==> src/rtl/spi_slave_buffered.sv <==
`default_nettype none
// ============================================================================
// Module      : spi_fifo / spi_slave_buffered
// Description : SPI responder with TX/RX FIFOs. sclk/mosi/cs are oversampled
//               in the clk domain; cpol/cpha/lsb_first select the mode.
// Revision    : 1.0 - initial release
// ============================================================================

module spi_fifo #(
  parameter int WIDTH = 8,
  parameter int DEPTH = 16
) (
  input  logic                     clk,
  input  logic                     rst,
  input  logic                     wr_en,
  input  logic [WIDTH-1:0]         wr_data,
  input  logic                     rd_en,
  output logic [WIDTH-1:0]         rd_data,
  output logic                     full,
  output logic                     empty,
  output logic [$clog2(DEPTH):0]   count
);
  localparam int AW = $clog2(DEPTH);

  logic [WIDTH-1:0] mem_q [DEPTH];
  logic [AW-1:0]    wr_ptr_q, wr_ptr_d, rd_ptr_q, rd_ptr_d;
  logic [AW:0]      count_q, count_d;
  logic             do_wr, do_rd;

  // Fullness/emptiness judged on the registered count, before this cycle's push/pop
  always_comb begin
    do_wr    = wr_en && (count_q != (AW+1)'(DEPTH));
    do_rd    = rd_en && (count_q != '0);
    wr_ptr_d = do_wr ? wr_ptr_q + 1'b1 : wr_ptr_q;
    rd_ptr_d = do_rd ? rd_ptr_q + 1'b1 : rd_ptr_q;
    count_d  = count_q + {{AW{1'b0}}, do_wr} - {{AW{1'b0}}, do_rd};
  end

  // Pointer and occupancy registers
  always_ff @(posedge clk) begin
    if (rst) begin
      wr_ptr_q <= '0;
      rd_ptr_q <= '0;
      count_q  <= '0;
    end else begin
      wr_ptr_q <= wr_ptr_d;
      rd_ptr_q <= rd_ptr_d;
      count_q  <= count_d;
    end
  end

  // Storage array; contents need no reset
  always_ff @(posedge clk) begin
    if (do_wr) mem_q[wr_ptr_q] <= wr_data;
  end

  assign rd_data = mem_q[rd_ptr_q];
  assign full    = (count_q == (AW+1)'(DEPTH));
  assign empty   = (count_q == '0);
  assign count   = count_q;
endmodule

module spi_slave_buffered #(
  parameter int                    DATA_WIDTH  = 8,
  parameter int                    FIFO_DEPTH  = 16,
  parameter int                    SYNC_STAGES = 2,
  parameter logic [DATA_WIDTH-1:0] DEFAULT_TX  = 8'hFF
) (
  input  logic                          clk,
  input  logic                          rst,
  input  logic                          cpol,
  input  logic                          cpha,
  input  logic                          lsb_first,
  input  logic                          sclk,
  input  logic                          mosi,
  input  logic                          cs,
  output logic                          miso,
  output logic                          miso_oe,
  input  logic                          tx_wr_en,
  input  logic [DATA_WIDTH-1:0]         tx_wr_data,
  output logic                          tx_full,
  output logic [$clog2(FIFO_DEPTH):0]   tx_count,
  input  logic                          rx_rd_en,
  output logic [DATA_WIDTH-1:0]         rx_rd_data,
  output logic                          rx_empty,
  output logic [$clog2(FIFO_DEPTH):0]   rx_count,
  output logic                          byte_done,
  output logic                          tx_underrun,
  output logic                          rx_overrun,
  input  logic                          clr_err
);
  localparam int CW = $clog2(DATA_WIDTH) + 1;

  typedef enum logic [0:0] {IDLE = 1'b0, ACTIVE = 1'b1} state_t;

  state_t                  state_q, state_d;
  logic [SYNC_STAGES-1:0]  sclk_sync_q, sclk_sync_d;
  logic [SYNC_STAGES-1:0]  mosi_sync_q, mosi_sync_d;
  logic [SYNC_STAGES-1:0]  cs_sync_q, cs_sync_d;
  logic                    sclk_prev_q, sclk_prev_d, cs_prev_q, cs_prev_d;
  logic [CW-1:0]           bit_cnt_q, bit_cnt_d;
  logic [DATA_WIDTH-1:0]   rx_sr_q, rx_sr_d, tx_sr_q, tx_sr_d;
  logic                    byte_done_q, byte_done_d;
  logic                    underrun_q, underrun_d, overrun_q, overrun_d;

  logic sclk_s, mosi_s, cs_s, sclk_rise, sclk_fall, cs_fall, cs_rise;
  logic sample_edge, shift_edge, do_load, tx_pop, underrun_set;
  logic tx_empty, rx_full;
  logic [DATA_WIDTH-1:0] tx_head;

  // Synchronizer chains and the edge-detect register behind them
  always_comb begin
    sclk_sync_d = {sclk_sync_q[SYNC_STAGES-2:0], sclk};
    mosi_sync_d = {mosi_sync_q[SYNC_STAGES-2:0], mosi};
    cs_sync_d   = {cs_sync_q[SYNC_STAGES-2:0], cs};
    sclk_s      = sclk_sync_q[SYNC_STAGES-1];
    mosi_s      = mosi_sync_q[SYNC_STAGES-1];
    cs_s        = cs_sync_q[SYNC_STAGES-1];
    sclk_prev_d = sclk_s;
    cs_prev_d   = cs_s;
    sclk_rise   = sclk_s && !sclk_prev_q;
    sclk_fall   = !sclk_s && sclk_prev_q;
    cs_fall     = !cs_s && cs_prev_q;
    cs_rise     = cs_s && !cs_prev_q;
    // Sampling happens on the rising edge when cpol==cpha, shifting on the other
    sample_edge = (cpol == cpha) ? sclk_rise : sclk_fall;
    shift_edge  = (cpol == cpha) ? sclk_fall : sclk_rise;
  end

  // Frame FSM: bit counting, RX shifting and TX load/shift decisions
  always_comb begin
    state_d      = state_q;
    bit_cnt_d    = bit_cnt_q;
    rx_sr_d      = rx_sr_q;
    tx_sr_d      = tx_sr_q;
    byte_done_d  = 1'b0;
    do_load      = 1'b0;
    tx_pop       = 1'b0;
    underrun_set = 1'b0;
    case (state_q)
      IDLE: begin
        if (cs_fall) begin
          state_d   = ACTIVE;
          bit_cnt_d = '0;
          do_load   = !cpha;
        end
      end
      ACTIVE: begin
        if (cs_rise) begin
          // Abort: partial RX word and any loaded TX word are abandoned
          state_d   = IDLE;
          bit_cnt_d = '0;
        end else begin
          if (sample_edge) begin
            rx_sr_d = lsb_first ? {mosi_s, rx_sr_q[DATA_WIDTH-1:1]}
                                : {rx_sr_q[DATA_WIDTH-2:0], mosi_s};
            if (bit_cnt_q == CW'(DATA_WIDTH-1)) begin
              bit_cnt_d   = '0;
              byte_done_d = 1'b1;
            end else begin
              bit_cnt_d = bit_cnt_q + 1'b1;
            end
          end
          // A shift edge at bit 0 only follows a complete word (cpha=0) or
          // starts a word (cpha=1); either way it is the load point
          if (shift_edge) begin
            if (bit_cnt_q == '0) begin
              do_load = 1'b1;
            end else begin
              tx_sr_d = lsb_first ? {1'b0, tx_sr_q[DATA_WIDTH-1:1]}
                                  : {tx_sr_q[DATA_WIDTH-2:0], 1'b0};
            end
          end
        end
      end
      default: state_d = IDLE;
    endcase
    if (do_load) begin
      tx_pop       = !tx_empty;
      tx_sr_d      = tx_empty ? DEFAULT_TX : tx_head;
      underrun_set = tx_empty;
    end
    underrun_d = clr_err ? 1'b0 : (underrun_q || underrun_set);
    overrun_d  = clr_err ? 1'b0 : (overrun_q || (byte_done_q && rx_full));
  end

  // State and datapath registers
  always_ff @(posedge clk) begin
    if (rst) begin
      state_q     <= IDLE;
      sclk_sync_q <= '0;
      mosi_sync_q <= '0;
      cs_sync_q   <= '1;
      sclk_prev_q <= 1'b0;
      cs_prev_q   <= 1'b1;
      bit_cnt_q   <= '0;
      rx_sr_q     <= '0;
      tx_sr_q     <= '0;
      byte_done_q <= 1'b0;
      underrun_q  <= 1'b0;
      overrun_q   <= 1'b0;
    end else begin
      state_q     <= state_d;
      sclk_sync_q <= sclk_sync_d;
      mosi_sync_q <= mosi_sync_d;
      cs_sync_q   <= cs_sync_d;
      sclk_prev_q <= sclk_prev_d;
      cs_prev_q   <= cs_prev_d;
      bit_cnt_q   <= bit_cnt_d;
      rx_sr_q     <= rx_sr_d;
      tx_sr_q     <= tx_sr_d;
      byte_done_q <= byte_done_d;
      underrun_q  <= underrun_d;
      overrun_q   <= overrun_d;
    end
  end

  spi_fifo #(.WIDTH(DATA_WIDTH), .DEPTH(FIFO_DEPTH)) u_tx_fifo (
    .clk(clk), .rst(rst), .wr_en(tx_wr_en), .wr_data(tx_wr_data), .rd_en(tx_pop),
    .rd_data(tx_head), .full(tx_full), .empty(tx_empty), .count(tx_count)
  );

  // The completed word sits in rx_sr for one cycle after the final sample
  spi_fifo #(.WIDTH(DATA_WIDTH), .DEPTH(FIFO_DEPTH)) u_rx_fifo (
    .clk(clk), .rst(rst), .wr_en(byte_done_q), .wr_data(rx_sr_q), .rd_en(rx_rd_en),
    .rd_data(rx_rd_data), .full(rx_full), .empty(rx_empty), .count(rx_count)
  );

  assign miso        = lsb_first ? tx_sr_q[0] : tx_sr_q[DATA_WIDTH-1];
  assign miso_oe     = (state_q == ACTIVE);
  assign byte_done   = byte_done_q;
  assign tx_underrun = underrun_q;
  assign rx_overrun  = overrun_q;
endmodule
`default_nettype wire

==> config.mk <==
export PLATFORM = sky130hd
export DESIGN_NAME = spi_slave_buffered
export DESIGN_NICKNAME = d
export VERILOG_FILES = /design/src/rtl/spi_slave_buffered.sv
export SDC_FILE = /design/constraint.sdc
export NUM_CORES = 1
export LEC_CHECK = 0
export CAP_MARGIN = 20
export CORE_MARGIN = 2
export CORE_UTILIZATION = 24
export DETAILED_ROUTE_END_ITERATION = 8
export PLACE_DENSITY = 0.4
export SYNTH_ARGS = -nofsm -noshare
export SYNTH_HDL_FRONTEND = slang
export SYNTH_SLANG_ARGS = --single-unit
==> constraint.sdc <==
create_clock -name clk -period 4.1 [get_ports clk]
set_input_delay 0.82 -clock clk [delete_from_list [all_inputs] [get_ports clk]]
set_output_delay 0.82 -clock clk [all_outputs]
set_load 0.01 [all_outputs]
; Word level (Yosys, flattened, before mapping)
; Memories as Yosys holds them, arrays and structs flattened. A register that Yosys moved wholly into a read port is not among the register bits.
; Index checks and enable logic that the tools add are counted.
[word_totals]
regBits = 58
latchBits = 0
ram_bits = 256
romBits = 0
inputBits = 19
out_inout_bits = 25
word_cells = 106
memories = 2
[mem_list]
columns = memory, depth, width, rd, rd_ports_with_merged_regs, wr, line_no
row1 = u_rx_fifo.mem_q, 16, 8, 1, 1, 1, 25  ; logic [WIDTH-1:0] mem_q [DEPTH];
row2 = u_tx_fifo.mem_q, 16, 8, 1, 1, 1, 25
[classes]
addsub = 9
multipliers = 0
div_mod_pow = 0
order_cmp = 0
eq_ne = 10
shift = 0
mux = 35
bitwise_logic = 3
n_reduce_logical = 29
[ops]
columns = operator, n
row1 = $mux 8, 8
row2 = $mux 4, 8
row3 = $add 4x1->4 const B, 5
row4 = $mux 1, 16
row5 = $add 5x1->5, 2
row6 = $eq 5x5->1 const B, 2
row7 = $logic_not 5->1, 2
row8 = $ne 5x5->1 const B, 2
row9 = $reduce_bool 5->1, 2
row10 = $sub 5x1->5, 2
row11 = $logic_and 1x1->1, 9
row12 = $pmux 4 s2, 1
row13 = $logic_not 1->1, 6
row14 = $eq 4x3->1 const B, 1
row15 = $logic_not 4->1, 1
row16 = $ne 2x2->1 const B, 2
row17 = $pmux 1 s2, 2
row18 = $reduce_and 4->1, 1
row19 = $reduce_bool 2->1, 2
row20 = $reduce_or 4->1, 1
row21 = $ne 3x1->1 const B, 1
row22 = $not 1->1, 3
row23 = $reduce_and 3->1, 1
row24 = $logic_or 1x1->1, 2
row25 = 4 further kinds, 4

; Depth between registers and ports, before layout
[logic_depth]
depth_word = 10
ltp_mapped = 15

; Modules after synthesis
; Synthesis repeated with hierarchy kept, for this count alone.
[hier_totals]
hier_cells = 777
hier_area_um2 = 13047.5
[by_module_without_submodules]
columns = mod, n_inst, cells_per_inst, area_per_inst_um2, seq_area_each_um2
row1 = spi_fifo (u_rx_fifo), 1, 309, 5790.6, 4184.0
row2 = spi_fifo (u_tx_fifo), 1, 309, 5778.0, 4184.0
row3 = spi_slave_buffered, 1, 159, 1478.9, 640.6

; Worst setup path before layout
; No wires, ideal clock.
[synth_timing]
kind = input-to-reg
start = input cpha
end = register u_tx_fifo.count_q[4] (netlist: u_tx_fifo.count[4])
setup_time_ps = 128
t_arrival_ps = 2994
setup_slack_ps = 978
path_stages = 13
n_path_buf = 1
path_cell_list = xor2_1 mux2i_1 nand3_1 buf_2 nor2_1 o31ai_1 ha_1 fa_1 a21oi_1 nor2_1 nor2_1 xnor2_1 nor2_1
[synth_via]
elab_chain_cells = 8
word_cells_on_any_way = 10
cone_classes = 1 x add/sub / 1 x eq/ne / 6 x mux / 2 x reduce/logical
[synth_rtl]
columns = element, line_no
row1 = "start, declared", 72  ; input logic cpha,
row2 = $eq 1x1->1, 127  ; shift_edge = (cpol == cpha) ? sclk_fall : sclk_rise;
row3 = $mux 1, 127
row4 = $mux 1, 166  ; if (shift_edge) begin
row5 = $mux 1, 149  ; if (cs_rise) begin
row6 = $pmux 1 s2 (*), 140  ; case (state_q)
row7 = $mux 1 (*), 178  ; if (do_load) begin
row8 = $logic_and 1x1->1 (*), 33  ; do_rd = rd_en && (count_q != '0);
row9 = $sub 5x1->5 (*), 36  ; count_d = count_q + {{AW{1'b0}}, do_wr} - {{AW{1'b0}}, do_rd};
row10 = "end signal, assigned", 48  ; count_q <= count_d;
row11 = "end, declared", 27  ; logic [AW:0] count_q, count_d;
; Every way passes the cells marked *; elsewhere a longest branch is shown, timed or not.
; A chain may end at the register's enable or synchronous reset.

==> out/metrics.csv <==
metric;value;unit
status;complete, no violations;
holdBufCountCts;0;
cts_setup_buffers;0;
rsz0062_at_grt;no;
drtIter0Drc;255;
syn_to_final_growth;20.2;%
final_nets;857;
overflow;0;
grt_pass1_wl;44000;um
p_per_area;532;nW/um^2
grt_start_max_net_pins;46;
num_vias;6473;
setup_viol;0;
synth_edf_count;256;
holdCritPathClass;register to register;
ios;44;
critPathLaunchType;register;
ys_ff_latch;322;
max_freq;278;MHz
finalSetupTns;0;ns
clock_latency;0.56;ns
die_area;55700;um^2
required;3.28;ns
globalplace.congestion;0.687;
period_minus_slack;3.59;ns
synth_area;12900;um^2
ant_nets;0;
cts_buffers;39;
fin_crit_sh;0.876;
leakage;5.21;nW
drv_cap;0;
antennaDiodeCount;0;
synth_top_area_cell;edfxtp_1;
cp.arrival;2.77;ns
yosys_most_used_dff;edfxtp_1;
portBuffers;43;
hpwl;18500;um
crit_path_frequent_cell;mux4_2;
critical_path.top_delay_family;multiplexers;
synth_top_area_share;0.595;
worstPathMaxFanout;32;
start_util;0.242;
first_pass_iters;4;
cts_root_buf;clkbuf_16;
synth_seq_area_share;0.697;
synthCells;743;
die_w;236;um
postCtsResizedCells;0;
vdd_drop_max;0.322;mV
cp_num_buf_inv;2;
drive_above_1_share;0.207;
core;53500;um^2
clock_sinks;322;
drv_slew;0;
avgViaCountPerCell;4.22;
final_common_cell;edfxtp_1;
mostFrequentLayoutCells;256 x edfxtp_1, 72 x mux4_2, 64 x dfxtp_1, 62 x nor2_1, 42 x clkdlybuf4s50_1;
wl;29100;um
rows;85;
critPathKind;register to output pin;
routedWlPerCell;18.9;um
critical_path.cell_chain;buf_12 > mux4_2 > mux4_2 > clkdlybuf4s50_1;
worst_path_largest_cell_delay;0.57;ns
avgSynthCellArea;17.4;um^2
drcViolationCount;0;
htreeDepth;2;
finalHoldViolations;0;
die_h;236;um
syn-num-nets;787;
ys_warn_count;0;
track_usage;0.106;
clockBufferDepth;3;
max-slew-margin-rel;0.310;
skew;0.0163;ns
cts_tree;yes;
antenna_found_initial;0;
ys_async_sr_fraction;0;
synthTopCellsByArea;edfxtp_1 59%, mux4_2 13%, dfxtp_1 10%;
yosys.cell_types.count;48;
cp-end-kind;output pin;
slowest_stage;mux4_2;
whs;0.416;ns
first_global_vias;6862;
worstMarginPinSlew;1.03;ns
clkSlewWorstSetupHoldPaths;0.05;ns
[per-layer routing]
metal  part of all wire  vias to the layer above  global-route usage  routed length (um)
met5                  0                        -                   0                   0
met4              0.023                        0              0.0376                 657
met3              0.031                       43              0.0201                 900
met2               0.49                       87               0.177               14100
met1               0.46                     3287               0.137               13400
li1                   -                     3056                   -                   -
[kinds of logic after synthesis]
family / count (synthesis) / synth area share
fa+ha+maj: 25 / 0.0254
compound gates: 67 / 0.0409
mux: 86 / 0.136
buf+inv: 61 / 0.0191
flops: 322 / 0.697
xor+xnor: 19 / 0.0129
simple gates: 163 / 0.0683
[cells in the mapped netlist, drive strengths merged (4+ instances only)]
| library cell | count |
|---|---|
| nand4 | 4 |
| nand3 | 5 |
| nor2 | 62 |
| nor3 | 11 |
| xor2 | 9 |
| mux4 | 72 |
| edfxtp | 256 |
| clkbuf | 21 |
| buf | 18 |
| o21ai | 5 |
| inv | 22 |
| a22oi | 16 |
| a21oi | 16 |
| and3 | 9 |
| xnor2 | 10 |
| ha | 23 |
| dfxtp | 66 |
| and2 | 10 |
| nand2 | 14 |
| a211oi | 9 |
| mux2i | 13 |
| nand2b | 7 |
| nor2b | 23 |
| a2111oi | 14 |
[sequential cells by signal (all words and copies together), names as in the netlist, 5 cells and up, named ones only]
register	cells
rx_sr_q	8
u_tx_fifo.mem_q	128
u_rx_fifo.mem_q	128
u_tx_fifo.count	5
tx_sr_q	8
u_rx_fifo.count	5
[worst register-to-register path, stage by stage, from the launching register on]
cell,delay (ns)
dfxtp_1,0.34
inv_1,0.09
ha_1,0.19
or4b_4,0.49
and4_1,0.21
a21o_1,0.19
nand2_1,0.13
o31ai_1,0.10
ha_1,0.21
fa_1,0.41
a21oi_1,0.15
nor2_1,0.05
nor2_1,0.11
xnor2_1,0.13
nor2_1,0.05
[final timing paths]
kind | start | end | slack [ns] | cells after the start
worst max-delay path | register | rx_rd_data[3] | 0.51 | 4
worst max register to register | u_tx_fifo.count[2] | u_tx_fifo.count[4] | 1.14 | 14
worst min register to register | cs_sync_q[0] | cs_sync_q[1] | 0.42 | 1
worst min-delay path | cs_sync_q[0] | cs_sync_q[1] | 0.42 | 1
[metrics by stage]
stage          instance area (um^2)  worst slack (ns)  utilization  total power [mW]  instances
6_report                      15500             0.509        0.290              8.26       1535
5_1_grt                       15500             0.398        0.290              8.62       1535
4_1_cts                       15500             0.440        0.290              8.39       1535
3_5_place_dp                  14300             0.508        0.267              4.92       1468
3_3_place_gp                  14300             0.523        0.267              4.92       1468
2_1_floorplan                 12900             0.978            -              4.52        743
[power by group]
part / total, mW / switching (mW) / internal [mW]
clock: 3.43 / 1.36 / 2.08
sequential: 3.72 / 0.0993 / 3.62
combinational: 1.10 / 0.543 / 0.558
total: 8.26 / 2.00 / 6.26
[final cells by class]
cell class | count | area (um^2)
fillers | 5308 | 38000
flip-flops and latches | 322 | 9010
multi-input cells | 360 | 3680
clock buffers | 49 | 1010
well taps | 696 | 871
repair buffers | 68 | 626
clock inverters | 18 | 253
inverters | 22 | 82.6
Note: power is estimated with default switching activity, not from simulation.
